**src/rtl/if_stage.sv**
```systemverilog
// Instruction-fetch stage: PC generation, ROM chip-enable/address and IF/ID register.
// Optional fetch alignment check (AdEL) enabled by defining IF_ADDR_ERR_EN.
module if_stage #(
    parameter logic [31:0] RESET_PC = 32'h0000_0000,
    parameter logic [31:0] PC_STEP  = 32'd4
) (
    input  logic        clk,
    input  logic        rst,
    input  logic [5:0]  stall,
    input  logic        flush,
    input  logic [31:0] new_pc,
    input  logic        branch_flag_i,
    input  logic [31:0] branch_target_address_i,
    input  logic [31:0] rom_inst_i,
    output logic        rom_ce_o,
    output logic [31:0] rom_addr_o,
    output logic [31:0] id_pc,
    output logic [31:0] id_inst,
    output logic [31:0] if_excepttype_o
);

    logic        ce_q;
    logic [31:0] pc_q, pc_d;
    logic [31:0] id_pc_q, id_pc_d;
    logic [31:0] id_inst_q, id_inst_d;
    logic        unused_stall;

    assign unused_stall = ^stall[5:3];
    assign rom_addr_o   = pc_q;
    assign id_pc        = id_pc_q;
    assign id_inst      = id_inst_q;

`ifdef IF_ADDR_ERR_EN
    logic        addr_err;
    logic [31:0] exc_q, exc_d;

    // A misaligned PC suppresses the ROM access and is reported to decode as AdEL.
    assign addr_err        = ce_q && (pc_q[1:0] != 2'b00);
    assign rom_ce_o        = ce_q && !addr_err;
    assign if_excepttype_o = exc_q;
`else
    assign rom_ce_o        = ce_q;
    assign if_excepttype_o = 32'h0000_0000;
`endif

    always_comb begin
        pc_d = pc_q;
        if (!ce_q)                pc_d = RESET_PC;
        else if (flush)           pc_d = new_pc;
        else if (stall[0])        pc_d = pc_q;
        else if (branch_flag_i)   pc_d = branch_target_address_i;
        else                      pc_d = pc_q + PC_STEP;
    end

    always_comb begin
        id_pc_d   = id_pc_q;
        id_inst_d = id_inst_q;
`ifdef IF_ADDR_ERR_EN
        exc_d     = exc_q;
`endif
        if (!ce_q) begin
            id_pc_d   = RESET_PC;
            id_inst_d = 32'h0000_0000;
`ifdef IF_ADDR_ERR_EN
            exc_d     = 32'h0000_0000;
`endif
        end else if (flush || (stall[1] && !stall[2])) begin
            id_pc_d   = 32'h0000_0000;
            id_inst_d = 32'h0000_0000;
`ifdef IF_ADDR_ERR_EN
            exc_d     = 32'h0000_0000;
`endif
        end else if (!stall[1]) begin
            id_pc_d   = pc_q;
`ifdef IF_ADDR_ERR_EN
            id_inst_d = addr_err ? 32'h0000_0000 : rom_inst_i;
            exc_d     = addr_err ? 32'h0000_0010 : 32'h0000_0000;
`else
            id_inst_d = rom_inst_i;
`endif
        end
    end

    always_ff @(posedge clk or negedge rst) begin
        if (!rst) begin
            ce_q      <= 1'b0;
            pc_q      <= RESET_PC;
            id_pc_q   <= 32'h0000_0000;
            id_inst_q <= 32'h0000_0000;
`ifdef IF_ADDR_ERR_EN
            exc_q     <= 32'h0000_0000;
`endif
        end else begin
            ce_q      <= 1'b1;
            pc_q      <= pc_d;
            id_pc_q   <= id_pc_d;
            id_inst_q <= id_inst_d;
`ifdef IF_ADDR_ERR_EN
            exc_q     <= exc_d;
`endif
        end
    end

endmodule
```
**config.mk**
```make
export PLATFORM = sky130hd
export DESIGN_NAME = if_stage
export DESIGN_NICKNAME = d
export VERILOG_FILES = /design/src/rtl/if_stage.sv
export SDC_FILE = /design/constraint.sdc
export NUM_CORES = 1
export LEC_CHECK = 0
export CAP_MARGIN = 15
export CELL_PAD_IN_SITES_DETAIL_PLACEMENT = 1
export CELL_PAD_IN_SITES_GLOBAL_PLACEMENT = 2
export CORE_MARGIN = 2
export CORE_UTILIZATION = 25
export DETAILED_ROUTE_END_ITERATION = 10
export PLACE_DENSITY = 0.92
export SETUP_SLACK_MARGIN = 0.1
export SLEW_MARGIN = 20
export SYNTH_ARGS = -nofsm -noshare
export SYNTH_HDL_FRONTEND = slang
export SYNTH_SLANG_ARGS = --single-unit
```
**constraint.sdc**
```tcl
create_clock -name clk -period 2.3 [get_ports clk]
set_clock_uncertainty 0.1 [all_clocks]
set_input_delay 0.46 -clock clk [delete_from_list [all_inputs] [get_ports clk]]
set_output_delay 0.46 -clock clk [all_outputs]
set_load 0.01 [all_outputs]
```
; Word-level counts from Yosys, hierarchy flattened
; Cells that the tools add are included.
[word_totals]
ff_bits = 97
in_bits = 106
out_inout_bits = 129
elab_cells = 20
[classes]
n_addsub = 1
n_eq_ne = 2
n_mux = 10
n_reduce_logical = 3
[ops]
columns = op, n
row1 = $mux 32, 10
row2 = $add 32x3->32 const B, 1
row3 = $ne 3x2->1 const B, 1
row4 = $ne 3x3->1 const B, 1
row5 = $logic_and 1x1->1, 1
row6 = $logic_not 1->1, 1
row7 = $logic_or 1x1->1, 1

; Depth between registers and ports, before layout
; Gate-level depths: netlist of the first run.
[depth]
ltp_word = 5
mapped_depth = 7
mapped_depth_nobuf = 5

; Worst setup path after synthesis of the first run
; No wires, ideal clock.
[synth_timing]
path_type = reg2reg
from = register pc_q[2], in the netlist rom_addr_o[2]
to = register pc_q[22], in the netlist rom_addr_o[22]
setup_ps = 120
t_arrival_ps = 1866
t_required_ps = 2080
path_slack_ps = 214
stages_incl_launch_ff = 6
n_path_buf = 0
period_less_slack_ps = 2086
path_cell_list = dfrtp_1 > ha_1 > nand3_2 > or3_4 > or4_1 > and4_1
[synth_via]
elab_chain_len = 5
[synth_lines]
columns = item, line
row1 = from (decl), 23  ; logic [31:0] pc_q, pc_d;
row2 = from (signal assigned), 95  ; pc_q <= pc_d;
row3 = $add 32x3->32, 52  ; else pc_d = pc_q + PC_STEP;
row4 = $mux 32, 51  ; else if (branch_flag_i) pc_d = branch_target_address_i;
row5 = $mux 32, 50  ; else if (stall[0]) pc_d = pc_q;
row6 = $mux 32, 49  ; else if (flush) pc_d = new_pc;
row7 = $mux 32, 48  ; if (!ce_q) pc_d = RESET_PC;
; Every way passes these cells. The select of a mux whose other input is x is not followed.
; A chain may end at the register's enable or synchronous reset.

; Worst setup path after layout of the first run
[layout_timing]
from = register pc_q[13], in the netlist rom_addr_o[13]
to = output port rom_addr_o[13]
[layout_lines]
columns = item, line
row1 = to (decl), 16  ; output logic [31:0] rom_addr_o,
; No word-level cell between the ends.

==> results of run 1 <==
==> critical path, stage by stage (launching register included) <==
cell	delay (ps)
dfrtp_1	470
buf_4	210
clkdlybuf4s50_1	570
==> repair_timing <==
action,4_1_cts,5_1_grt
setup buffers,0,0
resized for setup,0,2
endpoints found under the setup margin,0,2
==> flip-flops by register name, indices dropped and copies added, names as in the netlist <==
register	flops
id_inst	32
id_pc	32
rom_addr_o	32
rom_ce_o	1
==> cell type report <==
| cell class | count | area (µm²) | area share, % |
|---|---|---|---|
| Inverter | 7 | 26.3 | 0.318 |
| Tap cell | 275 | 344 | 4.17 |
| Antenna cell | 2 | 5.00 | 0.0606 |
| Multi-Input combinational cell | 396 | 2610 | 31.6 |
| Clock inverter | 6 | 62.6 | 0.758 |
| Sequential cell | 97 | 2430 | 29.4 |
| Clock buffer | 9 | 225 | 2.73 |
| Timing Repair Buffer | 267 | 2560 | 31.0 |
==> logic make-up (layout without fill, tap and decap cells) <==
kind of cell | Yosys count | in the layout
AO/OA/AOI/OAI | 172 | 172
XOR/XNOR | 2 | 2
adder cells (fa/ha/maj) | 1 | 1
buffers and inverters | 88 | 289
flip-flops | 97 | 97
multiplexers | 7 | 7
other | 2 | 35
AND/OR/NAND/NOR | 181 | 181
==> through the flow <==
stage	util [%]	cells
after floorplan	-	581
after global placement	37.9	1042
after detailed placement	37.9	1042
after CTS	39.2	1057
after global routing	39.3	1059
final	39.3	1059
==> worst paths after layout <==
path                                 from              to  depth (start not counted)
hold reg to reg                  id_pc[8]        id_pc[8]                          1
min in group clk                 id_pc[8]        id_pc[8]                          1
setup reg to reg            rom_addr_o[2]  rom_addr_o[22]                          5
hold / removal                        rst       id_pc[23]                          2
max in group asynchronous             rst  rom_addr_o[12]                          2
setup / recovery           rom_addr_o[13]  rom_addr_o[13]                          2
==> metal layers <==
layer | routed length [µm] | vias to the layer above | track usage, %
li1 | - | 2500 | -
met1 | 9560 | 2755 | 26.0
met2 | 10500 | 194 | 31.3
met3 | 1180 | 32 | 2.94
met4 | 538 | 0 | 7.59
met5 | 0 | - | 0
==> power groups by stage <==
| stage | Clock, µW | Sequential, µW | Combinational [µW] |
|---|---|---|---|
| global route | 1640 | 1870 | 973 |
| global placement | 0 | 1890 | 886 |
| floorplan | 0 | 1900 | 347 |
| CTS | 1570 | 1860 | 905 |
| finish | 1520 | 1860 | 898 |
| detailed placement | 0 | 1890 | 901 |
==> cells in the final DEF, fill, tap and decap left out, types with 7 or more instances in the layout <==
master	netlist	layout
nor2b_1	12	12
nor4_1	14	14
nand2_1	36	36
nor2_1	22	20
o211ai_1	14	14
dfrtp_1	97	95
and4_1	7	7
inv_1	7	7
nand2b_1	10	10
o21ai_0	14	14
nor3_1	11	11
clkdlybuf4s50_1	0	197
conb_1	2	33
a21oi_1	16	16
buf_4	32	64
mux2i_1	7	7
and3_1	10	10
nand3_1	19	19
nand4_1	14	14
clkbuf_16	0	9
o31ai_1	8	8
a22o_1	68	68
==> reports/summary.md, run 1 <==
The first global-routing pass estimated 33.5 mm of wire. The critical path start-end classification is reg2out. Die span in y: 151 µm.

For the total number of vias, the log shows 5481. Cell type with the highest aggregate area in the netlist: dfrtp_1. Setup slack on the critical path of the routed design comes to 138 ps. Max-cap violations in this run came to 0.

Net switching is 29.7% of the power. The detailed router finished its first iteration with 345 violations. The sum of overflow across all layers after global routing was 0. Counting I/O delays and the setup requirement, the final critical path takes 2160 ps.

After synthesis, the largest family of logic cells by area is compound AO/OA/AOI/OAI gates. For the summed negative setup slack over all endpoints, the log shows 0 ps. Fill cells in the final layout number 2343. The die covers 22700 µm².

After synthesis the cells add up to 5370 µm². CTS saw 97 sinks. The synthesized netlist devotes 0.233% of its cell area to adder and majority cells. From synthesis to final layout, the design area changed by 53.8%.

In this run, synthesis inferred 0 flip-flops with an integrated enable. The initial antenna violation count was 2. The instance area at placement is 7960 µm², and the die boundary width is 151 µm. The run gives 0 as the number of routed nets with antenna violations. Of all nets on the critical path, the largest fanout is 5.

The total of buffers placed on input and output ports is 199. The commonest cells after synthesis are dfrtp_1, a22o_1, nand2_1. For this design the total switching power over the nets is 1270 µW. The most used flip-flop cell after synthesis is dfrtp_1. The highest ir drop seen on vdd is 0.304 mV, and the placed wire-length estimate is 16.9 mm. Internal power comes to 3000 µW.

For this run, the number of Yosys warnings is 0. For the combinational share of power, the log shows 21.0%. The total power after layout was 4270 µW; the clock-pin slew on the worst setup and hold paths was 70 ps.

Dividing the final minimum period by the clock period gives 94.0%. For this run, the post-layout net count is 885. No sink is reached through more buffers than the 2 on the longest clock path. In this run the count of I/O pins placed on the die edge is 235.

Row generation in the floorplan step produced 53 rows. For the H-tree depth, the log shows 3. Counting every instance in the synthesized netlist gives 550. The logs give 25.5% for the initial core utilization and 463 MHz for the timing-limited maximum frequency. The overall routing resource usage came out at 19.3%. Sorting the synthesized cells by area gives the leading types as dfrtp_1, a22o_1, buf_4, nand2_1, clkbuf_1. TritonCTS built the clock tree. The wire length per cell after detailed routing is 20.6 µm. STA classifies the critical path endpoint as a primary output. Of the total synthesized cell area, the portion taken by XOR and XNOR cells is 0.326%. The number of design rule violations left after detail routing is 0. The type of the most critical hold path was in2async. The arrival time of the worst setup path is 1600 ps, and the portion of total power attributed to sequential cells is 43.5%. The multiplexer share of the synthesized area came out at 1.31%. Buffers inserted to repair hold after CTS numbered 0. Counting distinct cell types in the post-synthesis netlist gives 58. For the pin with the worst max-slew slack, the measured transition is 593 ps. The share of final-layout standard cells stronger than drive strength 1 is 12.0%. The power density over the cells was 517 nW/µm²; the max-slew headroom at the worst pin was 60.5%. Data on the critical path is required at its endpoint by 1740 ps. The run gives 0 as the final hold violation count.

The clock power share was 35.5%. The hold slack was 26.2 ps. Cell with the most instances after synthesis: dfrtp_1. In this run the static leakage power is 0.00347 µW. Timing analysis after detailed placement gives a worst setup slack of -167 ps.

The number of max-slew violations in the final report was 0; the worst-skew pair later-pin latency was 350 ps. Setup violations remaining at the end of the flow were counted as 0. The average vias per placed instance was 5.18. The number of global-route vias before repair is 5765.

The cell sitting at the root of the clock tree is a clkbuf_16. Entering global routing, the biggest net connects 98 pins. Setup repair after global routing left no endpoint under its margin.

The logs give 21.8 mm for the total wire length and 5 for the number of iterations in the first detailed-routing pass. The run gives 21000 µm² as the area of the core. The average cell area after synthesis is 9.76 µm².

The run gives 9 as the number of buffers created by CTS. After Yosys synthesis, and, or, nand and nor cells account for 19.1% of the synthesized area. STA classifies the critical path startpoint as a register.

Counting flops with an async set or reset pin after synthesis yields a share of 100%. The share of the Yosys chip area taken by registers is 45.2%. The run finished with clean final reports.

In this run the register-to-register setup slack is 270 ps. The synthesized design devotes to its leading area cell type 45.2% of total area. Summing the areas of all compound-gate instances in the mapped netlist gives 25.0% of the synthesized area.

The logs give 0.917 for the routability-driven placement congestion ratio and 8260 µm² for the final instance area. The number of synthesized register bits was 97.
Power figures use the tool's default switching activity.
==> run 2: changes to the inputs <==
--- a/config.mk
+++ b/config.mk
@@ -10,8 +10,9 @@
 export CELL_PAD_IN_SITES_GLOBAL_PLACEMENT = 2
 export CORE_MARGIN = 2
 export CORE_UTILIZATION = 25
+export CTS_CLUSTER_SIZE = 28
 export DETAILED_ROUTE_END_ITERATION = 10
-export PLACE_DENSITY = 0.92
+export PLACE_DENSITY = 0.84
 export SETUP_SLACK_MARGIN = 0.1
 export SLEW_MARGIN = 20
 export SYNTH_ARGS = -nofsm -noshare
==> reports/summary.md, run 2 (synthesis gave the netlist of run 1 again) <==
The wire length per cell after detailed routing works out to 20.1 µm (-2.4%). The worst setup path is captured at a primary output. Critical path start-end classification: reg2out. Average vias per placed instance: 5.05 (-2.4%).

The signal on the critical path passes through buf_4, clkdlybuf4s50_1. The tools report the hold-fix buffer count after cts as 0 (unchanged). The tools report the hold slack as 2.99 ps (-23.2 ps). Number of max-slew violations in the final report: 0 (unchanged).

TritonCTS built the clock tree. Amount of wire on met2 after detailed routing: 10.4 mm (-1.3%). The pin count of the biggest net entering global routing was 65 (-34%); the global-route wire length before repair was 32.8 mm (-2.2%). For the leakage power figure, the log shows 0.00351 µW (+1.0%). The slowest stage of the critical path is the clkdlybuf4s50_1 cell. The timing-limited maximum frequency came out at 468 MHz (+1.1%). The die boundary width is 151 µm (unchanged). The run gives 8310 µm² (+0.71%) as the final instance area.

For the area of the core, the log shows 21000 µm² (unchanged). The total wire length is 21.4 mm (-2.1%), and the worst-skew pair later-pin latency is 350 ps (about the same). The run gives 0 (unchanged) as the final hold violation count. Routed signal wires occupy layers up through met4.

The clock tree root buffer cell was clkbuf_16. The sum of overflow across all layers after global routing was 0 (unchanged). The post-route clock period utilization works out to 92.9% (-1.0 points). Number of post-CTS setup repair buffers: 0 (unchanged). The logs give 25.5% (unchanged) for the initial core utilization and 1740 ps (about the same) for the data required time at the worst endpoint. For the H-tree depth, the log shows 3 (unchanged). The final count of negative-setup-slack endpoints came out at 0 (unchanged). The logs give 0 (unchanged) for the number of routed nets with antenna violations and 1 (-1) for the initial antenna violation count. The power density over the cells came out at 529 nW/µm² (+2.3%). The count of fill cells added during filler insertion is 2326 (-0.73%), and the number of top-level pins is 235 (unchanged). The tools report the placed wire-length estimate as 16.5 mm (-2.4%). The die span in y works out to 151 µm (unchanged). The overall routing resource usage is 19.0% (-0.34 points), and the number of buffers created by CTS is 9 (unchanged). The total of buffers placed on input and output ports was 199 (unchanged); the number of iterations in the first detailed-routing pass was 4 (-1). The run gives 335 (-2.9%) as the DRC violation total after the first TritonRoute iteration. For the total number of vias, the log shows 5372 (-2.0%). The worst setup timing slack at the placement stage is -153 ps (+13.4 ps). The arrival time of the worst setup path came out at 1580 ps (-20 ps). The max-slew headroom at the worst pin was 61.4% (+0.92 points).

The met3 wirelength from detailed routing is 1.14 mm (-3.1%), and the worst reg-to-reg path cell count is 4 (-1). The summed negative setup slack over all endpoints was 0 ps (unchanged). The top cell types in the final layout, fill and taps aside, are clkdlybuf4s50_1, dfrtp_1, a22o_1, buf_4, nand2_1.

The clock period minus final worst setup slack came out at 2140 ps (-24.1 ps). The tools report the area of the die as 22700 µm² (unchanged). Type of the most critical hold path: in2async. Maximum fanout along the worst path: 5 (unchanged).

For the detailed-route wire length on metal 1, the log shows 9.60 mm (+0.50%). Launch instance of the worst register-to-register path: rom_addr_o[7]. The number of design rule violations left after detail routing came out at 0 (unchanged).

The worst register-to-register path ends at rom_addr_o[22]. Number of clock sinks: 97 (unchanged). The largest incremental delay on the critical path is 540 ps (-30 ps), and the maximum number of buffers from clock root to sink is 2 (unchanged). Number of global-route vias before repair: 5515 (-4.3%). The transition time at the pin with the least slew margin was 579 ps (-13.8 ps). The most frequent standard cell in the layout excluding fill and tap cells is clkdlybuf4s50_1. The instance area at placement came out at 7990 µm² (+0.38%).

The count of instances resized after the clock tree is built was 0 (unchanged). Setup repair after global routing left no endpoint under its margin. The reg-to-reg setup timing slack came out at 250 ps (-20 ps).

The worst-case setup margin in the final layout is 162 ps (+24.1 ps), and the area added between synthesis and finish is 54.9%. The run gives 0.263 mV (-14%) as the highest ir drop seen on vdd. The tools report the placement row count as 53 (unchanged). Startpoint class of the critical path: a register. The run finished with clean final reports. The clock-pin slew on the worst setup and hold paths is 80 ps (about the same). The number of nets in the finished design was 889 (+0.45%); the routability-driven placement congestion ratio was 0.895 (-2.3%). The share of final-layout standard cells stronger than drive strength 1 is 12.5% (+0.43 points). Reported max-cap violation count: 0 (unchanged).
[run 2: cell count changes in the layout (fill, tap and decap cells not counted)]
| cell | before | now |
|---|---|---|
| clkinvlp_4 | 0 | 1 |
| dfrtp_2 | 2 | 0 |
| bufinv_16 | 0 | 1 |
| clkinv_4 | 1 | 0 |
| buf_4 | 64 | 68 |
| nor3_1 | 11 | 10 |
| diode_2 | 2 | 1 |
| nor3_2 | 1 | 2 |
| dfrtp_1 | 95 | 97 |
[run 2: worst max path at each step]
stage                         from        endpoint  slack [ps]  cells past startpoint
floorplan            rom_addr_o[2]  rom_addr_o[22]         210                      5
global placement             flush  rom_addr_o[17]        -170                      4
detailed placement           flush  rom_addr_o[17]        -150                      4
CTS                 rom_addr_o[24]  rom_addr_o[24]         160                      1
global route                 flush  rom_addr_o[10]         110                      6
finish              rom_addr_o[12]  rom_addr_o[12]         160                      2
[run 2: report_power, final]
| group | leakage (µW) | internal [µW] | switching (µW) |
|---|---|---|---|
| clock network | 0.000152 | 874 | 772 |
| registers | 0.00131 | 1770 | 83.5 |
| logic | 0.00205 | 476 | 423 |
| total | 0.00351 | 3120 | 1280 |
[run 2: routing by layer]
metal / vias up / track usage, %
met5: - / 0
met1: 2683 / 26.6
met4: 0 / 5.75
met2: 178 / 30.6
met3: 13 / 2.48
li1: 2498 / -
[run 2: layout make-up]
class,instances,area (µm²),share of cell area [%]
clock inverters,7,91.3,1.10
well taps,275,344,4.14
multi-input cells,396,2610,31.4
repair buffers,271,2590,31.1
inverters,7,26.3,0.316
clock buffers,9,225,2.71
flip-flops and latches,97,2430,29.2
diodes,1,2.50,0.0301
[run 2: critical path: cells and delay by family, from the launching register on]
kind | cells | cell delay [ps]
buffers and inverters | 2 | 730
flip-flops | 1 | 500
[run 2: per-stage QoR]
step	util [%]	power [µW]	cells
4_1_cts	39.5	4460	1062
2_1_floorplan	-	2250	581
3_5_place_dp	38.0	2800	1046
5_1_grt	39.6	4610	1063
6_report	39.6	4400	1063
3_3_place_gp	38.0	2780	1046
